--- src/rtl/membus_arbiter_pkg.sv ---
// Shared types and constants for the multi-channel memory bus arbiter.
// Default-width command types describe the standard 32-bit CPU configuration.
package membus_arbiter_pkg;

    typedef enum logic [1:0] {
        IDLE = 2'd0,
        BUSY = 2'd1,
        RESP = 2'd2
    } membus_state_t;

    localparam int MEMBUS_ADDR_W = 32;
    localparam int MEMBUS_DATA_W = 32;

    typedef logic [MEMBUS_DATA_W/8-1:0] mem_be_t;

    typedef struct packed {
        logic                     we;
        mem_be_t                  be;
        logic [MEMBUS_ADDR_W-1:0] addr;
        logic [MEMBUS_DATA_W-1:0] wdata;
    } membus_cmd_t;

    localparam int MEMBUS_CH_DATA = 0;
    localparam int MEMBUS_CH_INST = 1;

endpackage

--- src/rtl/membus_arbiter_rr_pick.sv ---
// Combinational one-hot request picker: searches upward from a start pointer,
// wrapping at NUM_CH. A pointer tied to zero gives lowest-index-wins priority.
module membus_rr_pick #(
    parameter int NUM_CH = 2,
    parameter int IDX_W  = 1
) (
    input  logic [NUM_CH-1:0] req,
    input  logic [IDX_W-1:0]  ptr,
    output logic [NUM_CH-1:0] gnt_oh
);

    always_comb begin
        logic             found;
        logic [IDX_W-1:0] idx;
        gnt_oh = '0;
        found  = 1'b0;
        idx    = '0;
        for (int k = 0; k < NUM_CH; k++) begin
            idx = IDX_W'((int'(ptr) + k) % NUM_CH);
            if (!found && req[idx]) begin
                gnt_oh[idx] = 1'b1;
                found       = 1'b1;
            end
        end
    end

endmodule

--- src/rtl/membus_arbiter.sv ---
// NUM_CH-channel memory bus arbiter with req/ack handshake, wait states and timeout.
// Define MEMBUS_RR_EN for round-robin arbitration; otherwise lowest channel index wins.
module membus_arbiter
    import membus_arbiter_pkg::*;
#(
    parameter int NUM_CH      = 2,
    parameter int ADDR_W      = 32,
    parameter int DATA_W      = 32,
    parameter int TIMEOUT_CYC = 16
) (
    input  logic                       clk,
    input  logic                       rst_n,
    input  logic [NUM_CH-1:0]          ch_req,
    input  logic [NUM_CH-1:0]          ch_we,
    input  logic [NUM_CH*DATA_W/8-1:0] ch_be,
    input  logic [NUM_CH*ADDR_W-1:0]   ch_addr,
    input  logic [NUM_CH*DATA_W-1:0]   ch_wdata,
    output logic [NUM_CH-1:0]          ch_ack,
    output logic                       ch_err,
    output logic [DATA_W-1:0]          ch_rdata,
    output logic                       mem_ce,
    output logic                       mem_we,
    output logic [DATA_W/8-1:0]        mem_be,
    output logic [ADDR_W-1:0]          mem_addr,
    output logic [DATA_W-1:0]          mem_wdata,
    input  logic [DATA_W-1:0]          mem_rdata,
    input  logic                       mem_ready
);

    localparam int BE_W  = DATA_W / 8;
    localparam int IDX_W = (NUM_CH > 1) ? $clog2(NUM_CH) : 1;
    localparam int CNT_W = $clog2(TIMEOUT_CYC + 1);
    localparam logic [CNT_W-1:0] CNT_LAST = CNT_W'(TIMEOUT_CYC - 1);

    membus_state_t     state_q, state_d;
    logic [IDX_W-1:0]  win_q, win_d;
    logic              we_q, we_d;
    logic [BE_W-1:0]   be_q, be_d;
    logic [ADDR_W-1:0] addr_q, addr_d;
    logic [DATA_W-1:0] wdata_q, wdata_d;
    logic              err_q, err_d;
    logic [DATA_W-1:0] rdata_q, rdata_d;
    logic [CNT_W-1:0]  cnt_q, cnt_d;

    logic [BE_W-1:0]   be_arr    [NUM_CH];
    logic [ADDR_W-1:0] addr_arr  [NUM_CH];
    logic [DATA_W-1:0] wdata_arr [NUM_CH];

    generate
        for (genvar gi = 0; gi < NUM_CH; gi++) begin : g_unpack
            assign be_arr[gi]    = ch_be[gi*BE_W +: BE_W];
            assign addr_arr[gi]  = ch_addr[gi*ADDR_W +: ADDR_W];
            assign wdata_arr[gi] = ch_wdata[gi*DATA_W +: DATA_W];
        end
    endgenerate

    logic [IDX_W-1:0]  ptr;
    logic [NUM_CH-1:0] pick_oh;
    logic [IDX_W-1:0]  pick_idx;
    logic              pick_any;

`ifdef MEMBUS_RR_EN
    logic [IDX_W-1:0] ptr_q, ptr_d;

    // Pointer moves past the channel being acknowledged so it yields next time.
    always_comb begin
        ptr_d = ptr_q;
        if (state_q == RESP) begin
            ptr_d = (int'(win_q) == NUM_CH - 1) ? '0 : win_q + 1'b1;
        end
    end

    always_ff @(posedge clk or negedge rst_n) begin
        if (!rst_n) begin
            ptr_q <= '0;
        end else begin
            ptr_q <= ptr_d;
        end
    end

    assign ptr = ptr_q;
`else
    assign ptr = '0;
`endif

    membus_rr_pick #(
        .NUM_CH (NUM_CH),
        .IDX_W  (IDX_W)
    ) u_pick (
        .req    (ch_req),
        .ptr    (ptr),
        .gnt_oh (pick_oh)
    );

    always_comb begin
        pick_idx = '0;
        for (int k = 0; k < NUM_CH; k++) begin
            if (pick_oh[k]) begin
                pick_idx = IDX_W'(k);
            end
        end
    end

    assign pick_any = |pick_oh;

    always_ff @(posedge clk or negedge rst_n) begin
        if (!rst_n) begin
            state_q <= IDLE;
            win_q   <= '0;
            we_q    <= 1'b0;
            be_q    <= '0;
            addr_q  <= '0;
            wdata_q <= '0;
            err_q   <= 1'b0;
            rdata_q <= '0;
            cnt_q   <= '0;
        end else begin
            state_q <= state_d;
            win_q   <= win_d;
            we_q    <= we_d;
            be_q    <= be_d;
            addr_q  <= addr_d;
            wdata_q <= wdata_d;
            err_q   <= err_d;
            rdata_q <= rdata_d;
            cnt_q   <= cnt_d;
        end
    end

    always_comb begin
        state_d = state_q;
        win_d   = win_q;
        we_d    = we_q;
        be_d    = be_q;
        addr_d  = addr_q;
        wdata_d = wdata_q;
        err_d   = err_q;
        rdata_d = rdata_q;
        cnt_d   = cnt_q;
        case (state_q)
            IDLE: begin
                if (pick_any) begin
                    state_d = BUSY;
                    win_d   = pick_idx;
                    we_d    = ch_we[pick_idx];
                    be_d    = be_arr[pick_idx];
                    addr_d  = addr_arr[pick_idx];
                    wdata_d = wdata_arr[pick_idx];
                    err_d   = 1'b0;
                    cnt_d   = '0;
                end
            end
            BUSY: begin
                // mem_ready takes precedence over a timeout landing in the same cycle.
                if (mem_ready) begin
                    state_d = RESP;
                    err_d   = 1'b0;
                    cnt_d   = '0;
                    if (!we_q) begin
                        rdata_d = mem_rdata;
                    end
                end else if (cnt_q == CNT_LAST) begin
                    state_d = RESP;
                    err_d   = 1'b1;
                    cnt_d   = '0;
                end else begin
                    cnt_d = cnt_q + 1'b1;
                end
            end
            RESP:    state_d = IDLE;
            default: state_d = IDLE;
        endcase
    end

    always_comb begin
        ch_ack    = '0;
        ch_err    = 1'b0;
        mem_ce    = 1'b0;
        mem_we    = 1'b0;
        mem_be    = '0;
        mem_addr  = '0;
        mem_wdata = '0;
        case (state_q)
            BUSY: begin
                mem_ce    = 1'b1;
                mem_we    = we_q;
                mem_be    = be_q;
                mem_addr  = addr_q;
                mem_wdata = wdata_q;
            end
            RESP: begin
                ch_ack[win_q] = 1'b1;
                ch_err        = err_q;
            end
            default: ;
        endcase
    end

    assign ch_rdata = rdata_q;

endmodule

--- config.mk ---
export PLATFORM = sky130hd
export DESIGN_NAME = membus_arbiter
export DESIGN_NICKNAME = d
export VERILOG_FILES = /design/src/rtl/membus_arbiter_pkg.sv /design/src/rtl/membus_arbiter_rr_pick.sv /design/src/rtl/membus_arbiter.sv
export SDC_FILE = /design/constraint.sdc
export NUM_CORES = 1
export LEC_CHECK = 0
export CAP_MARGIN = 20
export CORE_UTILIZATION = 42
export CTS_BUF_LIST = sky130_fd_sc_hd__clkbuf_8
export DETAILED_ROUTE_END_ITERATION = 16
export HOLD_SLACK_MARGIN = 0.1
export PLACE_DENSITY = 0.89
export SETUP_SLACK_MARGIN = 0.1
export SYNTH_ARGS = -nofsm -noshare
export SYNTH_HDL_FRONTEND = slang
export SYNTH_SLANG_ARGS = --single-unit
--- constraint.sdc ---
create_clock -name clk -period 1.9 [get_ports clk]
set_clock_uncertainty 0.15 [all_clocks]
set_input_delay 0.475 -clock clk [delete_from_list [all_inputs] [get_ports clk]]
set_output_delay 0.475 -clock clk [all_outputs]
set_load 0.01 [all_outputs]
==> summary.md, run 1 <==
| Metric | Value |
|---|---|
| Status | `finished with violations` |
| Failing checks | `negative setup slack` |
| Max Cap Violations | `0` |
| Global route total overflow | `0` |
| Vias in the first global route | `5079` |
| Gp weighted congestion | `around 0.74` |
| Worst hold slack | `between 300 and 400 ps` |
| Input/output buffers | `between 200 and 300` |
| PwrDens | `between 1000 and 1500 nW/µm²` |
| Pleak | `0.00464 µW` |
| Synth area leader | `dfrtp_1` |
| Area grow syn2layout | `77.8%` |
| CTS tree | `yes` |
| Worst setup margin | `-380 ps` |
| Core region area | `12800 µm²` |
| TritonCTS Buffers | `9` |
| Worst hold path class | `flip-flop to flip-flop` |
| Crit end category | `primary output` |
| Number of synthesized flops with an enable pin | `0` |
| Clock sink count | `110` |
| Vias per cell | `~5.1` |
| Final wirelength | `about 19000 µm` |
| Hold path startpoint | `wdata_q[19]` |
| Max-slew violations | `0` |
| Synth Instances | `415` |
| RSZ-0062 raised after global routing | `true` |
| Clk_lat worst skew | `approximately 370 ps` |
| CP arrival | `between 1500 and 2000 ps` |
| Nets | `921` |
| Detailed Route Iter0 Violations | `between 100 and 150` |
| Clk root buf | `clkbuf_8` |
| Final Setup Violations | `134` |
| Reg2reg setup slack | `-110 ps` |
| Relative slew slack | `0.764` |
| Clock Power Share | `0.099` |
| Sequential fraction of the synthesis area | `0.493` |
| TritonRoute pass-1 iters | `4` |
| GRT Total Usage | `0.262` |
| Total vias in the final route | `about 4700` |
| Ys flop type | `dfrtp_1` |
| Pint | `a little under 10000 µW` |
| Endpoints failing hold | `0` |
| DP HPWL | `around 11000 µm` |
| WP data required | `~1300 ps` |
| Residual DRC count | `0` |
| Worst Reg-to-Reg Cells | `9` |
| Initial core utilization | `0.437` |
| Rows | `41` |
| Fmax | `approximately 0.44 GHz` |
| Num ports | `280` |
| Asr flop ratio synth | `1.00` |
| Share of the synthesized area in the top cell type | `0.493` |
| WL per Instance | `between 20 and 25 µm` |
| Layout cells sized above 1 | `0.469` |
| Htree depth | `3` |
| Antenna Nets Post-Route | `0` |
| Post-Syn Nets | `591` |
| Die height | `approximately 120 µm` |
| Synth area leaders | `dfrtp_1 49%, mux2_2 30%, and2_1 7.7%` |
| Switch share | `0.327` |
| Period utilization | `1.20` |
| Period minus WS final | `2280 ps` |
| Finished layout cell area | `a little under 10000 µm²` |
| Gate power share | `0.613` |
| First-pass GRT wire length | `26600 µm` |
| Maximum vdd drop | `just under 0.9 mV` |
| Synth unique cells | `30` |
| Clock buffer depth | `2` |
| Post-DP Area | `between 8000 and 9000 µm²` |
| Synthesized area | `5580 µm²` |
| Placed Cells | `between 800 and 900` |
| Switching power | `between 4000 and 5000 µW` |
| Syn_area_per_cell | `roughly 13 µm²` |
| Antenna cells | `0` |
| Final Core Density | `0.777` |
| Worst reg2reg startpoint | `state_q[0]` |
| Worst setup path startpoint | `state_q[0]` |
| Antenna violations before repair | `0` |
| Pin count of the biggest net entering global routing | `64` |
| Worst-path clk slew | `~100 ps` |
| Die area | `13800 µm²` |
| Yosys reg bits | `between 100 and 150` |
| Reg2reg end | `addr_q[13]` |
| Slew @ Worst Pin | `354 ps` |
| Crit Path Class | `flip-flop to primary output` |
| Tot Pwr | `between 10000 and 15000 µW` |
| Crit path max fanout | `11` |
| Crit path to | `mem_wdata[13]` |
| Ys Warns | `0` |
| DIE WIDTH | `roughly 120 µm` |
| Finished Layout Cells | `around 920` |
| Startpoint Class | `flip-flop` |
| Reg power frac | `0.289` |
## metrics by stage
step / setup slack [ps] / setup TNS, ps
after floorplan: 104 / 0
after global placement: -395 / -48720
after detailed placement: -451 / -52980
after CTS: -370 / -20010
after global routing: -443 / -29760
final: -380 / -23670
## registers in the layout, indices dropped and copies added (netlist names)
name / flops
win_q: 1
be_q: 4
wdata_q: 32
addr_q: 32
ch_rdata: 32
we_q: 1
err_q: 1
state_q: 2
cnt_q: 5
## layout make-up
type	count	area [µm²]
Clock buffer	10	138
Clock inverter	5	51.3
Fill cell	715	2850
Inverter	3	18.8
Multi-Input combinational cell	275	3060
Sequential cell	110	2750
Tap cell	172	215
Timing Repair Buffer	346	3690
## timing repair
item                                   in CTS  in global routing
setup buffers                              20                  5
hold buffers                                1                  0
setup endpoints to repair                 174                175
pin swaps                                   3                  3
gates resized for setup                   426                 64
cloned                                     15                  3
endpoints found under the hold margin     110                  0
## critical path, stage by stage, from the launching register on
cell and delay [ps]:
dfrtp_1 410, buf_6 130, nand2b_4 90, inv_8 80, buf_4 150, buf_12 140
and2_1 150, buf_2 140
## worst min path at each step
stage | to | slack, ps | cells past startpoint
finish | wdata_q[19] | 360 | 1
detailed placement | ch_rdata[6] | 320 | 1
global placement | ch_rdata[2] | 320 | 1
global route | wdata_q[19] | 380 | 1
floorplan | addr_q[0] | 30 | 0
CTS | ch_rdata[6] | 340 | 1
## cells in the final DEF, fill, tap and decap left out, drive strengths merged, types with 3 or more instances in the layout
cell	count
clkdlybuf4s50	171
mux2	170
buf	131
dfrtp	110
and2	69
dlygate4sd2	33
clkbuf	12
nand2	4
nand3	4
a21oi	4
bufbuf	4
inv	4
nand2b	3
o21ai	3
clkdlybuf4s15	3
## synthesized netlist by cell type (all sizes together) (2+ instances only)
master and count:
nor3 2, nand2 4, and3b 2, inv 3, nor3b 2, mux2 170, nand3 4, and2 69
o21ai 3, dfrtp 110, o31ai 2, nor2 2, buf 20, clkbuf 7, nand2b 3, a21oi 4
## kinds of logic (layout without fill, tap and decap cells)
| kind of cell | after synthesis | after routing | synth area share |
|---|---|---|---|
| multiplexers | 171 | 171 | 0.358 |
| buffers and inverters | 30 | 364 | 0.0318 |
| AO/OA/AOI/OAI | 13 | 13 | 0.0141 |
| flip-flops | 110 | 110 | 0.493 |
| adder cells (fa/ha/maj) | 1 | 1 | 0.00224 |
| AND/OR/NAND/NOR | 90 | 90 | 0.101 |
## power groups by stage
stage	sequential [µW]	clock [µW]	combinational [µW]
floorplan	4130	0	3120
global placement	4030	0	6400
detailed placement	4110	0	6570
CTS	4090	1430	8140
global route	4290	1540	9290
finish	4160	1420	8830
## layer usage
layer  track usage  up-vias  share of wire
met5             0        -              0
met3        0.0566       37          0.076
met1         0.295     2357           0.38
li1              -     2106              -
met4         0.120        0          0.029
met2         0.473      228           0.52
No activity file was read; power rests on OpenSTA's default activity.
==> inputs of run 2 (changes only) <==
--- a/config.mk
+++ b/config.mk
@@ -6,11 +6,11 @@
 export NUM_CORES = 1
 export LEC_CHECK = 0
 export CAP_MARGIN = 20
-export CORE_UTILIZATION = 42
-export CTS_BUF_LIST = sky130_fd_sc_hd__clkbuf_8
+export CORE_UTILIZATION = 41
+export CTS_BUF_LIST = sky130_fd_sc_hd__clkbuf_16
 export DETAILED_ROUTE_END_ITERATION = 16
 export HOLD_SLACK_MARGIN = 0.1
-export PLACE_DENSITY = 0.89
+export PLACE_DENSITY = 0.88
 export SETUP_SLACK_MARGIN = 0.1
 export SYNTH_ARGS = -nofsm -noshare
 export SYNTH_HDL_FRONTEND = slang
==> constraint.sdc (replaced) <==
create_clock -name clk -period 2.37 [get_ports clk]
set_clock_uncertainty 0.15 [all_clocks]
set_input_delay 0.5925 -clock clk [delete_from_list [all_inputs] [get_ports clk]]
set_output_delay 0.5925 -clock clk [all_outputs]
set_load 0.01 [all_outputs]
==> summary.md, run 2 (synthesis gave the netlist of run 1 again) <==
| Metric | Value |
|---|---|
| Final wirelength | `17100 µm (was 19000 µm)` |
| Slew @ Worst Pin | `647 ps (was 354 ps)` |
| Die height | `119 µm (was 117 µm)` |
| DIE WIDTH | `119 µm (was 117 µm)` |
| GR Util met2 | `0.447 (was 0.473)` |
| Startpoint Class | `flip-flop (unchanged)` |
| WL per Instance | `19.1 µm (was 20.6 µm)` |
| Worst hold slack | `124 ps (was 358 ps)` |
| Crit path max fanout | `6 (was 11)` |
| Period minus WS final | `2310 ps` |
| M3 GR Usage | `0.0569 (was 0.0566)` |
| Most frequent cells in the layout | `205 x clkdlybuf4s50_1, 148 x mux2_2, 110 x dfrtp_1 (was 171 x clkdlybuf4s50_1, 110 x dfrtp_1, 105 x mux2_4)` |
| Clk root buf | `clkbuf_16 (was clkbuf_8)` |
| DP HPWL | `11100 µm (was 11200 µm)` |
| Clk_lat worst skew | `350 ps (was 370 ps)` |
| GRT Total Usage | `0.240 (was 0.262)` |
| Crit end category | `primary output (unchanged)` |
| Total vias in the final route | `4473 (was 4728)` |
| Antenna violations before repair | `0 (unchanged)` |
| Antenna cells | `0 (unchanged)` |
| CP arrival | `1570 ps (was 1660 ps)` |
| Input/output buffers | `279 (unchanged)` |
| Crit Path Class | `flip-flop to primary output (unchanged)` |
| PwrDens | `1210 nW/µm² (was 1450 nW/µm²)` |
| Nets | `889 (was 921)` |
| Clock buffer depth | `2 (unchanged)` |
| Clock sink count | `110 (unchanged)` |
| Pleak | `0.00413 µW (was 0.00464 µW)` |
| Htree depth | `3 (unchanged)` |
| Most Crowded Layer GR | `met2 (unchanged)` |
| Fill count | `904 (was 715)` |
| Layout cells sized above 1 | `0.481 (was 0.469)` |
| Area grow syn2layout | `69.5% (was 77.8%)` |
| Pin count of the biggest net entering global routing | `111 (was 64)` |
| Initial core utilization | `0.422 (was 0.437)` |
| Finished Layout Cells | `894 (was 921)` |
| Num ports | `280 (unchanged)` |
| Pre-CTS WS | `-57.2 ps (was -451 ps)` |
| Fmax | `about 0.43 GHz` |
| CTS tree | `yes (unchanged)` |
| Worst hold path class | `input port to asynchronous set/reset pin (was flip-flop to flip-flop)` |
| Vias in the first global route | `4972 (was 5079)` |
| Relative slew slack | `0.569 (was 0.764)` |
| Vias per cell | `5.00 (was 5.13)` |
| TritonRoute pass-1 iters | `4 (unchanged)` |
| Global route total overflow | `0 (unchanged)` |
| Final Setup Violations | `0 (was 134)` |
| Period utilization | `0.976` |
| Die area | `14100 µm² (was 13800 µm²)` |
| GR Util met1 | `0.256 (was 0.295)` |
| Core region area | `13200 µm² (was 12800 µm²)` |
| Max-slew violations | `0 (unchanged)` |
| WP data required | `1630 ps (was 1270 ps)` |
| RSZ-0062 raised after global routing | `true (unchanged)` |
| Tot Pwr | `11400 µW (was 14400 µW)` |
| Max Cap Violations | `0 (unchanged)` |
| Hold-fix buffer count after cts | `0 (was 1)` |
| TritonCTS Buffers | `9 (unchanged)` |
| Endpoints failing hold | `0 (unchanged)` |
| Gp weighted congestion | `0.841 (was 0.740)` |
| Worst-path clk slew | `70 ps (was 100 ps)` |
| Placed Cells | `860 (was 863)` |
| Rows | `42 (was 41)` |
| Detailed Route Iter0 Violations | `130 (was 135)` |
| Maximum vdd drop | `0.690 mV (was 0.889 mV)` |
| Antenna Nets Post-Route | `0 (unchanged)` |
| Residual DRC count | `0 (unchanged)` |
| Commonest non-fill, non-tap cell in the layout | `clkdlybuf4s50_1 (unchanged)` |
| Worst setup margin | `57.2 ps (was -380 ps)` |
| First-pass GRT wire length | `25800 µm (was 26600 µm)` |
| Status | `finished clean (was finished with violations)` |
-- run 2: changes by cell type in the layout (fill, tap and decap cells not counted), sizes merged, moves of 3 or more --
cell and delta:
buf -29, bufbuf -4, dlygate4sd2 -30, clkdlybuf4s50 +34, clkdlybuf4s15 -3, inv +3
-- run 2: power by group --
group          switching, µW  internal, µW
Sequential               531          2810
Combinational           2380          4090
Clock                    747           847
-- run 2: cell type report --
type,instances,area [µm²],area share
tap,176,220,0.0233
multi-input combinational,275,2800,0.296
timing repair buffer,314,3360,0.355
clock buffer,9,225,0.0238
sequential,110,2750,0.291
inverter,3,18.8,0.00198
clock inverter,7,87.6,0.00926
-- run 2: per-stage QoR --
step | area (µm²) | utilization | TNS, ps
after floorplan | 5580 | - | 0
after global placement | 8670 | 0.655 | -713
after detailed placement | 8670 | 0.655 | -1500
after CTS | 9080 | 0.686 | 0
after global routing | 9460 | 0.714 | -4.14
final | 9460 | 0.714 | 0
-- run 2: per-layer routing --
| layer | up-vias | part of all wire |
|---|---|---|
| met2 | 189 | 0.54 |
| li1 | 2046 | - |
| met3 | 40 | 0.062 |
| met4 | 0 | 0.028 |
| met5 | - | 0 |
| met1 | 2198 | 0.37 |
-- run 2: timing repair --
action,in CTS,in global routing
setup endpoints to repair,73,69
setup buffers,7,1
pin swaps,9,22
gates cloned,7,3
resized for setup,331,71
-- run 2: path summary, 6_finish.rpt --
path                             start            end  slack, ps  cells past startpoint
setup / recovery            state_q[1]  mem_wdata[14]         60                      7
hold / removal                   rst_n     wdata_q[7]        120                      2
setup reg to reg            state_q[0]     addr_q[12]        370                      6
hold reg to reg            ch_rdata[2]    ch_rdata[2]        340                      1
max in group asynchronous        rst_n      addr_q[9]       1420                      2
min in group clk           ch_rdata[2]    ch_rdata[2]        340                      1
-- run 2: critical path, cell delays in order, from the launching register on --
cell	delay, ps
dfrtp_1	380
nand2b_4	170
inv_8	80
buf_12	130
buf_6	100
buf_12	110
and2_4	140
buf_6	90
==> inputs of run 3 (changes only) <==
--- a/config.mk
+++ b/config.mk
@@ -5,6 +5,7 @@
 export SDC_FILE = /design/constraint.sdc
 export NUM_CORES = 1
 export LEC_CHECK = 0
+export ABC_CLOCK_PERIOD_IN_PS = 2370
 export CAP_MARGIN = 20
 export CORE_UTILIZATION = 41
 export CTS_BUF_LIST = sky130_fd_sc_hd__clkbuf_16
==> results of run 3 <==
No change in the layout: final DEF, timing and power equal those of run 2.
